**src/rtl/mem_stage_lsu.sv**
```systemverilog
// rtl/mem_stage_lsu.sv - memory-stage load/store unit with valid/ack data memory handshake
module mem_stage_lsu #(
    parameter int DATA_W  = 32,
    parameter int ADDR_W  = 32,
    parameter int TIMEOUT = 16
) (
    input  logic                  clk,
    input  logic                  rst_n,
    input  logic                  op_valid,
    output logic                  op_ready,
    input  logic                  op_store,
    input  logic [1:0]            op_size,
    input  logic                  op_signed,
    input  logic [ADDR_W-1:0]     op_addr,
    input  logic [DATA_W-1:0]     op_wdata,
    input  logic [3:0]            op_rd,
    output logic                  mem_req,
    output logic                  mem_we,
    output logic [ADDR_W-1:0]     mem_addr,
    output logic [DATA_W/8-1:0]   mem_be,
    output logic [DATA_W-1:0]     mem_wdata,
    input  logic                  mem_ack,
    input  logic [DATA_W-1:0]     mem_rdata,
    output logic                  wb_valid,
    output logic [3:0]            wb_rd,
    output logic [DATA_W-1:0]     wb_data,
    output logic                  stall,
    output logic                  fault,
    output logic [1:0]            fault_code
);
    localparam int BE_W   = DATA_W / 8;
    localparam int LANE_W = $clog2(BE_W);
    localparam logic [6:0] DW7     = 7'(DATA_W);
    localparam logic [7:0] TO_LAST = 8'(TIMEOUT - 2);

    typedef enum logic {IDLE, ACCESS} state_t;

    state_t              state;
    logic [7:0]          wait_cnt;
    logic                lat_store;
    logic                lat_signed;
    logic [1:0]          lat_size;
    logic [LANE_W-1:0]   lat_lane;
    logic [3:0]          lat_rd;

    logic                bad_op;
    logic [LANE_W-1:0]   req_lane;
    logic [BE_W-1:0]     be_mask;
    logic [BE_W-1:0]     be_next;
    logic [DATA_W-1:0]   wdata_rep;
    logic [DATA_W-1:0]   ld_shifted;
    logic [DATA_W-1:0]   ld_shl;
    logic [DATA_W-1:0]   ld_ext;
    logic [6:0]          ext_sh;

    assign op_ready = rst_n && (state == IDLE);
    assign stall    = rst_n && (state == ACCESS);
    assign req_lane = op_addr[LANE_W-1:0];

    always_comb begin
        bad_op = 1'b0;
        case (op_size)
            2'b00: bad_op = 1'b0;
            2'b01: bad_op = op_addr[0];
            2'b10: bad_op = |op_addr[1:0];
            2'b11: bad_op = (DATA_W == 32) || (|op_addr[2:0]);
            default: bad_op = 1'b1;
        endcase
    end

    always_comb begin
        be_mask   = '0;
        wdata_rep = '0;
        case (op_size)
            2'b00: begin
                be_mask   = BE_W'(1);
                wdata_rep = {BE_W{op_wdata[7:0]}};
            end
            2'b01: begin
                be_mask   = BE_W'(3);
                wdata_rep = {(BE_W/2){op_wdata[15:0]}};
            end
            2'b10: begin
                be_mask   = BE_W'(15);
                wdata_rep = {(DATA_W/32){op_wdata[31:0]}};
            end
            default: begin
                be_mask   = '1;
                wdata_rep = op_wdata;
            end
        endcase
        be_next = be_mask << req_lane;
    end

    // Extend by parking the field at the MSB and shifting back down (arithmetic or logical).
    always_comb begin
        ld_shifted = mem_rdata >> {lat_lane, 3'b000};
        case (lat_size)
            2'b00:   ext_sh = DW7 - 7'd8;
            2'b01:   ext_sh = DW7 - 7'd16;
            2'b10:   ext_sh = DW7 - 7'd32;
            default: ext_sh = 7'd0;
        endcase
        ld_shl = ld_shifted << ext_sh;
        if (lat_signed) begin
            ld_ext = $signed(ld_shl) >>> ext_sh;
        end else begin
            ld_ext = ld_shl >> ext_sh;
        end
    end

    always_ff @(posedge clk) begin
        if (!rst_n) begin
            state      <= IDLE;
            wait_cnt   <= '0;
            lat_store  <= 1'b0;
            lat_signed <= 1'b0;
            lat_size   <= '0;
            lat_lane   <= '0;
            lat_rd     <= '0;
            mem_req    <= 1'b0;
            mem_we     <= 1'b0;
            mem_addr   <= '0;
            mem_be     <= '0;
            mem_wdata  <= '0;
            wb_valid   <= 1'b0;
            wb_rd      <= '0;
            wb_data    <= '0;
            fault      <= 1'b0;
            fault_code <= 2'b00;
        end else begin
            wb_valid   <= 1'b0;
            fault      <= 1'b0;
            fault_code <= 2'b00;
            case (state)
                IDLE: begin
                    if (op_valid) begin
                        if (bad_op) begin
                            fault      <= 1'b1;
                            fault_code <= 2'b01;
                        end else begin
                            state      <= ACCESS;
                            wait_cnt   <= '0;
                            lat_store  <= op_store;
                            lat_signed <= op_signed;
                            lat_size   <= op_size;
                            lat_lane   <= req_lane;
                            lat_rd     <= op_rd;
                            mem_req    <= 1'b1;
                            mem_we     <= op_store;
                            mem_addr   <= {op_addr[ADDR_W-1:LANE_W], {LANE_W{1'b0}}};
                            mem_be     <= be_next;
                            mem_wdata  <= wdata_rep;
                        end
                    end
                end
                ACCESS: begin
                    // An ack on the final wait cycle takes priority over the timeout.
                    if (mem_ack) begin
                        state   <= IDLE;
                        mem_req <= 1'b0;
                        mem_we  <= 1'b0;
                        if (!lat_store) begin
                            wb_valid <= 1'b1;
                            wb_rd    <= lat_rd;
                            wb_data  <= ld_ext;
                        end
                    end else if (wait_cnt == TO_LAST) begin
                        state      <= IDLE;
                        mem_req    <= 1'b0;
                        mem_we     <= 1'b0;
                        fault      <= 1'b1;
                        fault_code <= 2'b10;
                    end else begin
                        wait_cnt <= wait_cnt + 8'd1;
                    end
                end
                default: state <= IDLE;
            endcase
        end
    end
endmodule
```
**config.mk**
```make
export PLATFORM = sky130hd
export DESIGN_NAME = mem_stage_lsu
export DESIGN_NICKNAME = d
export VERILOG_FILES = /design/src/rtl/mem_stage_lsu.sv
export SDC_FILE = /design/constraint.sdc
export NUM_CORES = 1
export LEC_CHECK = 0
export BUFFER_PORTS_ARGS = -buffer_cell sky130_fd_sc_hd__buf_4
export CAP_MARGIN = 30
export CORE_MARGIN = 4
export CORE_UTILIZATION = 30
export CTS_CLUSTER_DIAMETER = 200
export DETAILED_ROUTE_END_ITERATION = 8
export GPL_TIMING_DRIVEN = 0
export MAX_ROUTING_LAYER = met4
export SYNTH_ARGS = -nofsm -noshare
export SYNTH_HDL_FRONTEND = slang
export SYNTH_SLANG_ARGS = --single-unit
export TNS_END_PERCENT = 10
```
**constraint.sdc**
```tcl
create_clock -name clk -period 2 [get_ports clk]
set_input_delay 0.4 -clock clk [delete_from_list [all_inputs] [get_ports clk]]
set_output_delay 0.4 -clock clk [all_outputs]
set_load 0.05 [all_outputs]
```
==> parameters.txt, run 1 <==
Parameter                              Value

Outcome
  Result of the run    completed

Global routing
  Total global routing overflow    0
  Initial antenna violation count    0
  Vias in the first global route    5652
  Global-route wire length before repair    roughly 31000 microns
  Maximum number of pins on one net before global-route repair    17
  GRT Resource Usage Total    0.1945

Timing
  Max-slew violation count    0
  Setup repair after global routing missed its margin    true
  Worst slew pin tran    about 0.75 ns
  Period utilization    0.9748
  Setup violators final    0
  Setup total negative slack    0 ns
  Worst-case setup margin in the final layout    0.05036 ns
  Fin. Hold Viols    0
  Worst relative slew slack    0.5020
  Post-route clock skew    about 0.0065 ns
  Min cycle time layout    between 1.5 and 2 ns
  Top achievable clock speed    just over 0.5 GHz
  Worst Hold Margin    about 0.22 ns

Yosys
  Top cells by area in the synthesized netlist    dfxtp_1 46%, nand2_1 11%, a21oi_1 9.8%, mux2i_1 7.4%, o21ai_0 3.1%
  Top-count cell post-synth    nand2_1
  Instance count of the mapped netlist    ~670
  Leading post-synthesis cells by instance count    157 x nand2_1, 127 x dfxtp_1, 109 x a21oi_1, 41 x clkbuf_1, 41 x mux2i_1
  Number of register bits inferred by synthesis    127
  Top flip-flop cell by instance count after synthesis    dfxtp_1
  Proportion of synthesized flip-flops having asynchronous set or reset    0
  Count of warnings emitted by yosys    0
  Register area share after synthesis    0.4581
  Number of unique standard cell types used by synthesis    44
  Leading area contributor after synthesis    dfxtp_1
  Fraction of synthesized cell area taken by the top area cell type    0.4581
  Synthesized area per cell    roughly 8.3 sq um
  Area of the mapped netlist    approximately 0.0056 sq mm
  Number of enable-type register cells in the synthesized netlist    0

Floorplanning
  Die outline width    about 140 microns
  Die outline height    about 140 microns
  Core Area    around 0.018 sq mm
  Effective utilization at floorplan    0.3069
  DIE AREA    between 0.02 and 0.025 sq mm
  Number of core rows    between 40 and 50
  Top Ports    220

Pwr
  Relative contribution of the clock network to total power    0.448
  Internal power contribution    approximately 5.2 mW
  Peak supply drop    roughly 0.56 mV
  Net Sw Power    2.144 mW
  Fraction of power consumed by sequential logic    0.369
  PwrDens    ~910 mW/mm^2
  Total power of the final layout    around 7.4 mW
  Logic pwr share    0.183
  Fraction of power spent switching nets    0.2912
  Leakage component of the power    about 3.4 nW

Cells and area
  Relative area change from synthesis to final layout    46.15%
  Non-filler cells in the finished layout    roughly 1200
  Fraction of layout instances using a drive strength above 1    0.3073
  Final cell utilization of the core    0.4485
  Fillers    about 1900
  Post-layout instance area    0.008112 sq mm
  Layout net count    ~1000
  Sequential standard cell area    roughly 0.0025 sq mm
  # diodes    0
  Footprint of the multi-input gates    ~0.0027 sq mm

Clock network
  Clock buffers created by TritonCTS    17
  Number of buffers added for setup after CTS    0
  Worst skew pair latency    around 0.42 ns
  Clock tree buffer depth    2
  Number of H-tree levels    4
  Clock-pin slew reported for the worst setup and hold paths after clock tree synthesis    0.06 ns
  Sinks on the clock net    127
  Clock tree from TritonCTS    done
  Clock tree root buffer cell    clkbuf_16

Detailed routing
  Count of unresolved DRC violations after routing    0
  Wirelength, routed    19760 microns
  Initial DRC Count    around 350
  Via/cell ratio    4.934
  Number of iterations in the first detailed-routing pass    5
  Antenna violation net count after detailed routing    0
  Final routed wire length divided by cell count    17.18 microns
  Vias after detailed routing    roughly 5700

Worst setup path
  Type of the worst setup path    reg -> reg
  CP required    ~2.4 ns
  CP arrival    ~2.3 ns
  Maximum net fanout on the critical path    10
  Worst setup EP type    flop
  Worst Setup Start Kind    flop

Placement
  Port Buffer Count    around 220
  Final weighted congestion in routability-driven placement    roughly 0.87
  # placed instances    roughly 1100
  Cell area after placement    between 0.007 and 0.008 sq mm
  Placement-stage worst setup slack    -0.4061 ns
  Final HPWL DP    ~15000 microns

Job
  Max-cap viol count    0

Min path
  Worst min-delay path class    in -> reg
[cells by family after synthesis]
logic type               share of synthesized area
other                                    0.0006756
adder cells (fa/ha/maj)                   0.004508
flip-flops                                  0.4581
AND/OR/NAND/NOR                             0.1661
buffers and inverters                      0.05252
AO/OA/AOI/OAI                               0.2178
multiplexers                                0.1003
[registers in the layout, indices dropped and copies added (netlist names)]
signal      cells
state           1
wait_cnt        8
lat_rd          4
mem_we          1
wb_data        32
lat_size        2
fault_code      2
lat_lane        2
mem_addr       30
wb_rd           4
lat_signed      1
fault           1
lat_store       1
mem_be          4
wb_valid        1
mem_wdata      32
mem_req         1
[cells in the final DEF (no fill, tap or decap), types with 3 or more instances in the layout]
master and n:
buf_1 4, a311oi_1 9, clkbuf_1 38, nor2_1 22, o21ai_0 34, nor2b_1 7
clkinv_4 4, inv_1 6, mux2i_1 41, o211ai_1 14, buf_2 6, a32o_1 4
nand2_1 157, clkbuf_2 7, buf_4 219, nor3_1 3, mux2_2 3, o2bb2ai_1 4
a21oi_2 9, mux2_1 4, clkbuf_16 17, a21oi_1 109, a211oi_1 10, or3_1 9
a31oi_1 3, mux4_2 3, nand3_1 12, bufinv_16 4, dfxtp_1 127, clkinvlp_4 3
[repair_timing]
action,in CTS,in global routing
pin swaps,0,0
endpoints found under the setup margin,60,57
resized for setup,7,9
hold buffers,0,0
[final cells by class]
cell class,instances,share of cell area
Sequential cell,127,0.3134
Tap cell,229,0.03532
Timing Repair Buffer,217,0.2008
Buffer,59,0.03501
Inverter,7,0.003239
Multi-Input combinational cell,479,0.3353
Clock inverter,12,0.02298
Clock buffer,20,0.05383
[power by group through the flow]
stage	clock, mW	sequential [mW]	combinational [mW]
6_report	3.30	2.72	1.35
5_1_grt	3.47	2.73	1.45
4_1_cts	3.37	2.72	1.35
3_5_place_dp	0	2.77	1.35
3_3_place_gp	0	2.77	1.34
2_1_floorplan	0	3.14	0.442
[path summary, 6_finish.rpt]
path,from,endpoint,slack [ns],cells past startpoint
worst min-delay path,op_addr[10],mem_addr[10],0.22,3
worst min register to register,lat_rd[1],wb_rd[1],0.45,2
worst max register to register,state,mem_wdata[4],0.05,6
worst max-delay path,state,mem_wdata[4],0.05,6
[per-layer routing]
metal | track usage | vias to the layer above | wire [microns] | part of all wire
met4 | 0.05897 | 0 | 374 | 0.019
li1 | - | 2814 | - | -
met3 | 0.06019 | 23 | 1453 | 0.074
met5 | - | - | 0 | 0
met1 | 0.2494 | 2632 | 8997 | 0.46
met2 | 0.2952 | 205 | 8936 | 0.45
[critical path: stages, from the launching register on]
cell	delay, ns
dfxtp_1	0.47
nor2b_1	0.12
o21ai_1	0.22
clkbuf_2	0.34
clkbuf_1	0.46
nand2_1	0.10
a21oi_1	0.16
No activity file was read; power rests on OpenSTA's default activity.
==> run 2: changes to the inputs <==
--- a/config.mk
+++ b/config.mk
@@ -7,7 +7,6 @@
 export LEC_CHECK = 0
 export BUFFER_PORTS_ARGS = -buffer_cell sky130_fd_sc_hd__buf_4
 export CAP_MARGIN = 30
-export CORE_MARGIN = 4
 export CORE_UTILIZATION = 30
 export CTS_CLUSTER_DIAMETER = 200
 export DETAILED_ROUTE_END_ITERATION = 8
==> parameters.txt, run 2 (synthesis gave the netlist of run 1 again) <==
Parameter                              Value

Outcome
  Result of the run    completed

Floorplanning
  DIE AREA    about 0.019 sq mm
  Die outline height    around 140 microns
  Effective utilization at floorplan    0.3079
  Die outline width    about 140 microns
  Number of core rows    around 50
  Core Area    between 0.015 and 0.02 sq mm
  Top Ports    220

Clock network
  Clock-pin slew reported for the worst setup and hold paths after clock tree synthesis    0.06 ns
  Number of H-tree levels    4
  Clock tree buffer depth    2
  Sinks on the clock net    roughly 130
  Clock buffers created by TritonCTS    17
  Clock tree root buffer cell    clkbuf_16
  Clock tree from TritonCTS    done
  Worst skew pair latency    ~0.41 ns

Detailed routing
  Via/cell ratio    between 4 and 5
  Number of iterations in the first detailed-routing pass    5
  Vias after detailed routing    ~5700
  Initial DRC Count    366
  Wirelength, routed    19170 microns
  Final routed wire length divided by cell count    between 15 and 20 microns
  Count of unresolved DRC violations after routing    0
  Antenna violation net count after detailed routing    0

Worst setup path
  Capture point of the critical path    wb_data[31]
  Number of cells on the worst reg-to-reg path    7
  Type of the worst setup path    reg -> reg
  Worst reg2reg path endpoint    wb_data[31]
  Ordered list of cells on the worst path    buf_6 -> mux2i_1 -> mux4_2 -> or3b_1 -> buf_6 -> buf_12 -> a21oi_2
  Highest-delay cell along the critical path    mux4_2
  CP required    approximately 2.4 ns
  FF-to-FF setup slack    about 0.098 ns
  Count of buffering cells on the critical path with inverters included    3
  Number of logic stages on the critical path including buffering    7
  Stage delay of the slowest cell on the critical path    between 0.4 and 0.5 ns
  Gate family responsible for the most delay along the worst path    multiplexers
  Critical path's most frequent cell    buf_6
  CP arrival    2.25 ns
  Maximum net fanout on the critical path    10
  Worst setup EP type    flop
  Critical R2R Launch    lat_size[0]
  Worst Setup Start Kind    flop
  Worst setup startpoint    lat_size[0]

Timing
  Worst-case setup margin in the final layout    between 0.09 and 0.1 ns
  Post-route clock skew    between 0.005 and 0.006 ns
  Setup repair after global routing missed its margin    true
  Max-slew violation count    0
  Worst slew pin tran    roughly 0.72 ns
  Fin. Hold Viols    0
  Worst relative slew slack    0.5204
  Top achievable clock speed    0.5258 GHz
  Setup violators final    0
  Period utilization    0.9509
  Min cycle time layout    ~1.9 ns
  Setup total negative slack    0 ns

Global routing
  GRT Resource Usage Total    0.2072
  Global routing met3 resource utilization    0.06616
  Global-route wire length before repair    between 30000 and 40000 microns
  Maximum number of pins on one net before global-route repair    17
  Met2 capacity usage during global routing    0.3139
  GR Util met1    0.2601
  Total global routing overflow    0
  Vias in the first global route    about 5600
  Initial antenna violation count    0
  Most utilized layer in the global route result    met2

Min path
  Worst min-delay path class    in -> reg

Cells and area
  Most common library cell in the layout ignoring fill and taps    buf_4
  # diodes    0
  Leading registers by flop count    mem_wdata x32, wb_data x32, mem_addr x30
  Post-layout instance area    around 0.008 sq mm
  Commonest cells after routing, fill and taps aside    219 x buf_4, 157 x nand2_1, 127 x dfxtp_1
  Relative area change from synthesis to final layout    46.44%
  Final cell utilization of the core    0.4509
  Fraction of layout instances using a drive strength above 1    0.3160
  Layout net count    ~1000

Job
  Max-cap viol count    0

Pwr
  Total power of the final layout    7.372 mW
  Leakage component of the power    approximately 3.4 nW
  Peak supply drop    0.6492 mV
  PwrDens    907.0 mW/mm^2

Placement
  Placement-stage worst setup slack    -0.4227 ns
  Final HPWL DP    ~14000 microns
  Port Buffer Count    ~220
  Cell area after placement    between 0.007 and 0.008 sq mm
  Final weighted congestion in routability-driven placement    around 0.90
==> run 2: per-stage QoR <==
step | instances | hold slack [ns]
final | 1150 | 0.2282
after global routing | 1150 | 0.2147
after CTS | 1150 | 0.2114
after detailed placement | 1118 | 0.4426
after global placement | 1118 | 0.4402
after floorplan | 672 | 0.4322
==> run 2: worst reg2reg max path, delay by kind of cell (launching register included) <==
kind            cells  cell delay, ns
simple gates        1            0.40
compound gates      1            0.11
flops               1            0.31
mux                 2            0.59
buf+inv             3            0.43
==> run 2: timing repair <==
action | in CTS | in global routing
endpoints found under the hold margin | 0 | 0
hold buffers | 0 | 0
setup buffers | 0 | 0
endpoints found under the setup margin | 62 | 63
resized for setup | 7 | 14
==> run 2: final cells by class <==
cell class,instances,area [sq um]
clock buffer,18,439.2
buffer,59,285.3
clock inverter,14,191.4
multi-input combinational,479,2728
fill,1866,9897
timing repair buffer,217,1629
tap,229,286.5
sequential,127,2542
inverter,7,26.28
==> run 2: worst min-delay path by stage <==
stage / from / slack [ns] / endpoint / depth (start not counted)
global placement: lat_rd[0] / 0.44 / wb_rd[0] / 2
global route: op_rd[2] / 0.21 / lat_rd[2] / 3
floorplan: lat_rd[0] / 0.43 / wb_rd[0] / 2
CTS: op_addr[27] / 0.21 / mem_addr[27] / 3
finish: op_addr[27] / 0.23 / mem_addr[27] / 3
detailed placement: lat_rd[0] / 0.44 / wb_rd[0] / 2
==> run 2: report_power, final <==
group          leakage [nW]  internal (mW)  total, mW  switching (mW)
clock                 0.298           2.12       3.31            1.19
combinational          2.05          0.472       1.35           0.873
sequential             1.03           2.65       2.72          0.0678
total                  3.38           5.24       7.37            2.13
==> run 2: metal layers <==
metal  wire [microns]  share of wire  vias to the layer above
met1             8666           0.45                     2644
met2             8842           0.46                      215
met5                0              0                        -
met3             1289          0.067                       21
li1                 -              -                     2810
met4              367          0.019                        0
